$ cat src/rtl/noise_gen.sv
// Sample-and-hold noise source: a 16-bit maximal-length Fibonacci LFSR that
// advances once every `period` clocks and exposes its top byte as the sample.
module noise_gen #(
  parameter logic [15:0] SEED = 16'hACE1
) (
  input  logic        clk,
  input  logic        reset,
  input  logic [31:0] period,
  output logic [7:0]  value
);

  // A zero seed would lock the LFSR up, so it is replaced by 1.
  localparam logic [15:0] SEED_EFF = (SEED == 16'h0000) ? 16'h0001 : SEED;

  logic [15:0] lfsr_q, lfsr_d;
  logic [31:0] cnt_q, cnt_d;
  logic [31:0] eff_m1;
  logic        step;
  logic        fb;

  always_comb begin
    eff_m1 = (period == 32'd0) ? 32'd0 : period - 32'd1;
    step   = (cnt_q >= eff_m1);
    fb     = lfsr_q[0] ^ lfsr_q[2] ^ lfsr_q[3] ^ lfsr_q[5];
  end

  always_comb begin
    cnt_d  = step ? 32'd0 : cnt_q + 32'd1;
    lfsr_d = lfsr_q;
    if (lfsr_q == 16'h0000) begin
      lfsr_d = SEED_EFF;
    end else if (step) begin
      lfsr_d = {fb, lfsr_q[15:1]};
    end
  end

  always_ff @(posedge clk) begin
    if (reset) begin
      lfsr_q <= SEED_EFF;
      cnt_q  <= 32'd0;
    end else begin
      lfsr_q <= lfsr_d;
      cnt_q  <= cnt_d;
    end
  end

  assign value = lfsr_q[15:8];

endmodule

$ cat config.mk
export PLATFORM = sky130hd
export DESIGN_NAME = noise_gen
export DESIGN_NICKNAME = d
export VERILOG_FILES = /design/src/rtl/noise_gen.sv
export SDC_FILE = /design/constraint.sdc
export NUM_CORES = 1
export LEC_CHECK = 0
export ABC_CLOCK_PERIOD_IN_PS = 4700
export BUFFER_PORTS_ARGS = -buffer_cell sky130_fd_sc_hd__buf_2
export CAP_MARGIN = 20
export CORE_UTILIZATION = 45
export CTS_CLUSTER_SIZE = 28
export DETAILED_ROUTE_END_ITERATION = 7
export PLACE_DENSITY_LB_ADDON = 0.25
export SLEW_MARGIN = 10
export SYNTH_ARGS = -nofsm -noshare
export SYNTH_HDL_FRONTEND = slang
export SYNTH_SLANG_ARGS = --single-unit
$ cat constraint.sdc
create_clock -name clk -period 4.7 [get_ports clk]
set_input_delay 0.94 -clock clk [delete_from_list [all_inputs] [get_ports clk]]
set_output_delay 0.94 -clock clk [all_outputs]
set_load 0.02 [all_outputs]
; Word-level counts from Yosys, hierarchy flattened
; Index checks and enable logic that the tools add are counted.
; W data, S select, Z words.
[classes]
add_sub_neg = 2
n_mux = 1
order_cmp = 1
reduce_logical = 4
bitwise_logic = 3
[op_table]
columns = op, count
row1 = $add A32 B1 Y32 const B, 1
row2 = $ge A32 B32 Y1, 1
row3 = $logic_not A32 Y1, 1
row4 = $mux W32, 1
row5 = $sub A32 B1 Y32 const B, 1
row6 = $logic_not A16 Y1, 1
row7 = $reduce_or A2 Y1, 2
row8 = $xor A1 B1 Y1, 3
[totals]
output_inout_bits = 8
ff_bits = 48
word_cells = 13

; Depth between registers and ports, before layout
; Gate-level depths: netlist (run 1).
[depth]
word_depth = 4
depth_mapped = 16
mapped_depth_nobuf = 13

; Worst setup path before layout (run 1)
; OpenSTA, ideal clock, no wires.
[synth_timing]
kind = input to register
start = in period[9]
end = reg lfsr_q[15]
stages = 14
path_buffers = 1
t_arrival_ps = 4512
slack_ps = 34
path_cell_list = or4_4 nor2_1 or4b_4 or3_1 xor2_1 or2_1 ha_1 a21oi_1 o21ai_1 a2111oi_0 o31ai_1 nor2_1 buf_2 o211ai_1
[synth_via]
elab_chain_cells = 3
[synth_rtl]
columns = item, line
row1 = from (decl), 8  ; input logic [31:0] period,
row2 = $sub A32 B1 Y32 / $logic_not A32 Y1 (equally long branches), 22  ; eff_m1 = (period == 32'd0) ? 32'd0 : period - 32'd1;
row3 = $mux W32 *, 22
row4 = $ge A32 B32 Y1 *, 23  ; step = (cnt_q >= eff_m1);
row5 = to (signal assigned), 42  ; lfsr_q <= lfsr_d;
row6 = to (decl), 15  ; logic [15:0] lfsr_q, lfsr_d;
; Mark *: on every way between the ends. The rest lies on a longest branch, timed or not.
; A chain may end at the register's enable or synchronous reset.

; Worst setup path after layout (run 1)
[layout_timing]
start = in period[9]
end = reg cnt_q[23]
[layout_via]
elab_chain_cells = 4
[layout_rtl]
columns = item, line
row1 = $sub A32 B1 Y32 / $logic_not A32 Y1 (equally long branches), 22
row2 = $mux W32 *, 22
row3 = $ge A32 B32 Y1 *, 23
row4 = $reduce_or A2 Y1 (no source line) *, -
row5 = to (signal assigned), 43  ; cnt_q <= cnt_d;
row6 = to (decl), 16  ; logic [31:0] cnt_q, cnt_d;
; Marks and branches as above.

==> results.toml, run 1 <==
[synth]
synth_edf_count = 0
synthCells = 435
synthesis.nets = 504
syn_area_sq_um = 3490
synth_flop_cell = "dfxtp_1"
avgSynthCellArea_sq_um = 8.02
synth_cell_type_count = 47
synthTopCellsByArea = "dfxtp_1 (28%), ha_1 (13%), xor2_1 (8.8%)"
async_flop_share_pct = 0
ys_ff_latch = 48
ys_warn_count = 0
yosysSeqAreaShare_pct = 27.5
yosys.area.top_type = "dfxtp_1"
synth_top_area_share_pct = 27.5
yosysMostFrequentCell = "nor2_1"
synth_common_cells = "nor2_1 (67), nand2_1 (57), dfxtp_1 (48), ha_1 (35), xor2_1 (35)"

[cells_and_area]
seqCellArea_sq_um = 961
nets = 564
area_delta_synth_final_pct = 18.0
drive_gt1_share_pct = 17.6
diodes = 0
final_cell_count_no_fill = 594
fillerInstances = 701
multi_input_area_sq_um = 2410

[drt]
ant_nets = 0
drc = 0
drt-pass1-iter-count = 4
drt-total-wl_um = 8060
wl_per_cell_um = 13.6
drt_iter0_drc = 131
vias = 3116
via_per_inst = 5.25

[die]
die_h_um = 90.1
core_sq_um = 7370
design.portCount = 42
start_util_pct = 47.4
die_area_sq_um = 8110
rows = 31
die_width_um = 90.1

[grt]
grtUsageTotal_pct = 20.7
use_met1_pct = 27.2
grt_pass1_vias = 2942
grtUsageMet3_pct = 2.88
grt_pass1_wl_um = 13700
grt_start_max_net_pins = 32
met2_usage_pct = 35.4
grt_busiest_layer = "met2"
grt_antenna_before_repair = 0
gr-total-overflow = 0

[hold_path]
hold_end = "cnt_q[0]"
hold_depth = 1
holdCritPathClass = "reg2reg"
min_from = "cnt_q[0]"

[placed_design]
io_buffers = 41
dp.cells = 587
place_congestion = 0.876
hpwl_um = 6560

[timing]
tightest_slew_ps = 712
fin_skew_ps = 6.63
setup_viol = 0
period_share_pct = 96.2
max_clock_freq_mhz = 221
finalCriticalPeriod_ps = 4520
slew_headroom_pct = 51.9
totalNegativeSetupSlack_ps = 0
slew_viol_final = 0
grt_setup_unrepaired = "no"
hold_viol = 0

[power_and_ir_drop]
swShare_pct = 22.1
p_int_w = 0.000661
p_per_area_nw_per_um2 = 206
seqPwrFrac_pct = 48.5
peakVddDrop_mv = 0.180
clkPwrFrac_pct = 40.4
combPwrFrac_pct = 11.1
p_leak_nw = 1.85
switching_power_w = 0.000188

[setup_path]
critPathMaxFanout = 31
required_ps = 4890
r2r_cells = 9
r2r-end = "lfsr_q[10]"
crit_path_end_kind = "register"
slowest_stage = "or4_4"
r2r-start = "cnt_q[0]"
arrival_ps = 4710
critical_path_class = "in2reg"
startpoint_type = "input port"
crit_start = "period[9]"
cpPeakStageDelay_ps = 550
path_cells = "buf_2 > or4_4 > nor2_1 > or4b_4 > or3_1 > xor2_1 > or2_1 > ha_1 > nand4_1 > or3_1 > a2111oi_2 > buf_4 > o31ai_2 > nand3_1 > buf_12 > nor2_1"
rrSetupSlack_ps = 2280

[outcome]
status = "complete, no violations"

[run]
cap_viol_max_count = 0

[clock_network]
clkTransAtPathRegs_ps = 80
cts_inserted_buffers = 5
cts_tree = "done"
cts_root_buffer = "clkbuf_8"
clockBufferDepth = 2
htree_num_levels = 2
clkLatencyLatePin_ps = 300
cts.sinks = 48
==> cell type report <==
type / count / area share [%]
Inverter: 8 / 0.729
Timing Repair Buffer: 71 / 11.4
Multi-Input combinational cell: 361 / 58.4
Clock buffer: 5 / 1.67
Tap cell: 99 / 3.01
Clock inverter: 2 / 1.46
Sequential cell: 48 / 23.3
==> metrics by stage <==
| stage | setup slack (ps) | utilization (%) | hold slack (ps) | power (W) | cell area, sq um |
|---|---|---|---|---|---|
| global placement | -117 | 54.0 | 471 | 0.000513 | 3980 |
| detailed placement | -133 | 54.0 | 470 | 0.000515 | 3980 |
| floorplan | 33.5 | - | 430 | 0.000471 | 3490 |
| finish | 177 | 55.9 | 480 | 0.000849 | 4120 |
| global route | 15.7 | 55.9 | 523 | 0.000886 | 4120 |
| CTS | 161 | 55.8 | 485 | 0.000858 | 4110 |
==> cell families after synthesis <==
family / count (synthesis) / share of synthesized area (%)
simple gates: 214 / 29.9
xor+xnor: 59 / 14.8
flops: 48 / 27.5
compound gates: 40 / 7.71
fa+ha+maj: 35 / 12.5
buf+inv: 26 / 3.69
mux: 13 / 3.76
==> cell usage in the layout (no fill, tap or decap), drive strengths merged, types with 2 or more instances in the layout <==
cell / count
nor4b: 2
nor3: 8
nand2b: 4
inv: 8
o21ai: 9
or4: 5
nand4: 15
a21oi: 12
nor4: 14
xnor2: 24
buf: 71
nand3: 18
bufinv: 2
or2: 3
nor2: 67
o31ai: 3
and4: 2
nor2b: 4
dfxtp: 48
and3: 3
mux2i: 12
o31a: 2
nand2: 57
ha: 35
or3: 10
clkbuf: 5
a2111oi: 3
xor2: 35
o21a: 2
a21o: 3
==> worst max path at each step <==
stage	to	slack [ps]	depth (start not counted)
2_1_floorplan	lfsr_q[15]	30	14
3_3_place_gp	lfsr_q[8]	-120	16
3_5_place_dp	lfsr_q[3]	-130	16
4_1_cts	lfsr_q[8]	160	16
5_1_grt	cnt_q[5]	20	16
6_report	cnt_q[23]	180	16
==> critical path: cells and delay by family <==
family | cells | cell delay, ps
xor gates and xnor gates | 1 | 150
AOI/OAI and AO/OA | 2 | 430
and+or+nand+nor | 9 | 2410
adders and majority gates | 1 | 300
buffers and inverters | 3 | 480
==> layer usage <==
layer,wire [um],part of all wire (%)
met3,298,3.7
met5,0,0
met4,106,1.3
met1,3860,48
met2,3800,47
==> sequential cells by signal (all words and copies together), names as in the netlist <==
name	flops
cnt_q	32
lfsr_q	16
==> power by group through the flow <==
stage	registers, W	logic, W	clock network (W)
6_report	0.000411	0.0000940	0.000343
5_1_grt	0.000412	0.000106	0.000367
4_1_cts	0.000412	0.0000948	0.000351
3_5_place_dp	0.000421	0.0000942	0
3_3_place_gp	0.000421	0.0000916	0
2_1_floorplan	0.000420	0.0000509	0
==> timing repair <==
action,CTS,global route
gates resized for setup,0,2
hold buffers,0,0
endpoints found under the setup margin,0,46
setup buffers,0,0
Power figures use the tool's default switching activity.
==> inputs of run 2 (changes only) <==
CORE_MARGIN = 3   (was unset)
PLACE_DENSITY = 0.67   (was unset)
PLACE_DENSITY_LB_ADDON = unset   (was 0.25)
RECOVER_POWER = 25   (was unset)
==> results.toml, run 2 (synthesis gave the netlist of run 1 again) <==
[setup_path]
rrSetupSlack_ps = 2180
crit_path_end_kind = "register"
r2r-end = "lfsr_q[8]"
critical_path_class = "in2reg"
r2r_cells = 9
r2r-start = "cnt_q[0]"
arrival_ps = 4680
required_ps = 4900
startpoint_type = "input port"
critPathMaxFanout = 22

[grt]
grt_start_max_net_pins = 25
gr-total-overflow = 0
grt_pass1_vias = 3070
grt_pass1_wl_um = 13600
grt_antenna_before_repair = 0
grtUsageTotal_pct = 19.0

[die]
rows = 31
die_area_sq_um = 8850
core_sq_um = 7370
start_util_pct = 47.4
design.portCount = 42
die_width_um = 94.1
die_h_um = 94.1

[cells_and_area]
final_common_cell = "nor2_1"
final_cell_count_no_fill = 592
postLayoutCellArea_sq_um = 4060
area_delta_synth_final_pct = 16.2
largest_register_ffs = 32
layout_common_cells = "nor2_1 (67), nand2_1 (57), dfxtp_1 (48)"
nets = 561
drive_gt1_share_pct = 15.6
top_register = "cnt_q"
reg.largest.list = "cnt_q x32, lfsr_q x16"
diodes = 0

[drt]
via_per_inst = 5.33
drt-pass1-iter-count = 6
wl_per_cell_um = 13.3
drc = 0
ant_nets = 0
drt_iter0_drc = 82
drt-total-wl_um = 7880
vias = 3154

[hold_path]
hold_end = "cnt_q[0]"
hold_depth = 1
holdCritPathClass = "reg2reg"
min_from = "cnt_q[0]"

[timing]
setup_viol = 0
max_clock_freq_mhz = 223
tightest_slew_ps = 778
slew_headroom_pct = 47.4
hold_viol = 0
whs_ps = 469
period_share_pct = 95.4
finalCriticalPeriod_ps = 4480
fin_skew_ps = 10.0
slew_viol_final = 0
totalNegativeSetupSlack_ps = 0

[outcome]
status = "complete, no violations"

[clock_network]
cts_hold_buf = 0
clkTransAtPathRegs_ps = 90
cts_inserted_buffers = 5
cts_tree = "done"
clockBufferDepth = 2
clkLatencyLatePin_ps = 310
cts.sinks = 48
htree_num_levels = 2
cts_root_buffer = "clkbuf_8"

[placed_design]
dp.cells = 584
place_area_sq_um = 3940
hpwl_um = 6290
io_buffers = 41
place_congestion = 0.833

[power_and_ir_drop]
p_per_area_nw_per_um2 = 202
p_leak_nw = 1.79
peakVddDrop_mv = 0.200
p_total_w = 0.000821

[run]
cap_viol_max_count = 0
run 2: changes by cell type in the layout (fill, tap and decap cells not counted), sizes merged:
cell      before  now
buf           71   59
clkbuf         5   14
bufinv         2    1
clkinvlp       0    1
inv            8    9
run 2: critical path: stages:
cell and delay (ps):
buf_2 100, or4_4 530, nor2_1 100, or4b_4 470
or3_1 330, xor2_1 140, or2_1 200, ha_1 290
nand4_1 120, or3_1 450, a2111oi_4 370, o31ai_2 120
nand3_1 110, clkbuf_4 310, nor2_1 90
run 2: worst max path at each step:
stage          startpoint         end  slack (ps)  cells after the start
2_1_floorplan   period[9]  lfsr_q[15]          30                     14
3_3_place_gp    period[9]  lfsr_q[15]        -180                     18
3_5_place_dp    period[9]   lfsr_q[2]        -190                     18
4_1_cts         period[9]   lfsr_q[8]         100                     18
5_1_grt         period[9]   lfsr_q[5]        -0.9                     18
6_report        period[9]   cnt_q[10]         220                     15
run 2: through the flow:
step / utilization [%] / setup WS [ps]
finish: 55.0 / 218
global route: 55.0 / -0.855
CTS: 55.0 / 98.5
detailed placement: 53.4 / -186
global placement: 53.4 / -178
floorplan: - / 33.5
run 2: power by group:
part / switching (W) / total (W) / internal (W) / leakage [nW]
combinational: 0.0000539 / 0.0000969 / 0.0000430 / 1.35
clock: 0.000153 / 0.000313 / 0.000160 / 0.0548
sequential: 0.00000240 / 0.000411 / 0.000409 / 0.387
run 2: layout make-up:
type                            instances  area (sq um)
Clock inverter                          3          46.3
Fill cell                             691          3310
Sequential cell                        48           961
Timing Repair Buffer                   68           398
Tap cell                               99           124
Clock buffer                            5          68.8
Multi-Input combinational cell        361          2430
Inverter                                8          30.0
run 2: timing repair:
item | 4_1_cts | 5_1_grt
setup endpoints to repair | 0 | 48
gates resized for setup | 0 | 5
setup buffers | 0 | 0
run 2: routing by layer:
layer  part of all wire, %  routed length, um  GRT usage [%]
met5                     0                  0              0
met4                   2.0                157           5.90
met3                   3.6                283           3.45
met2                    47               3680           31.5
met1                    48               3760           25.0
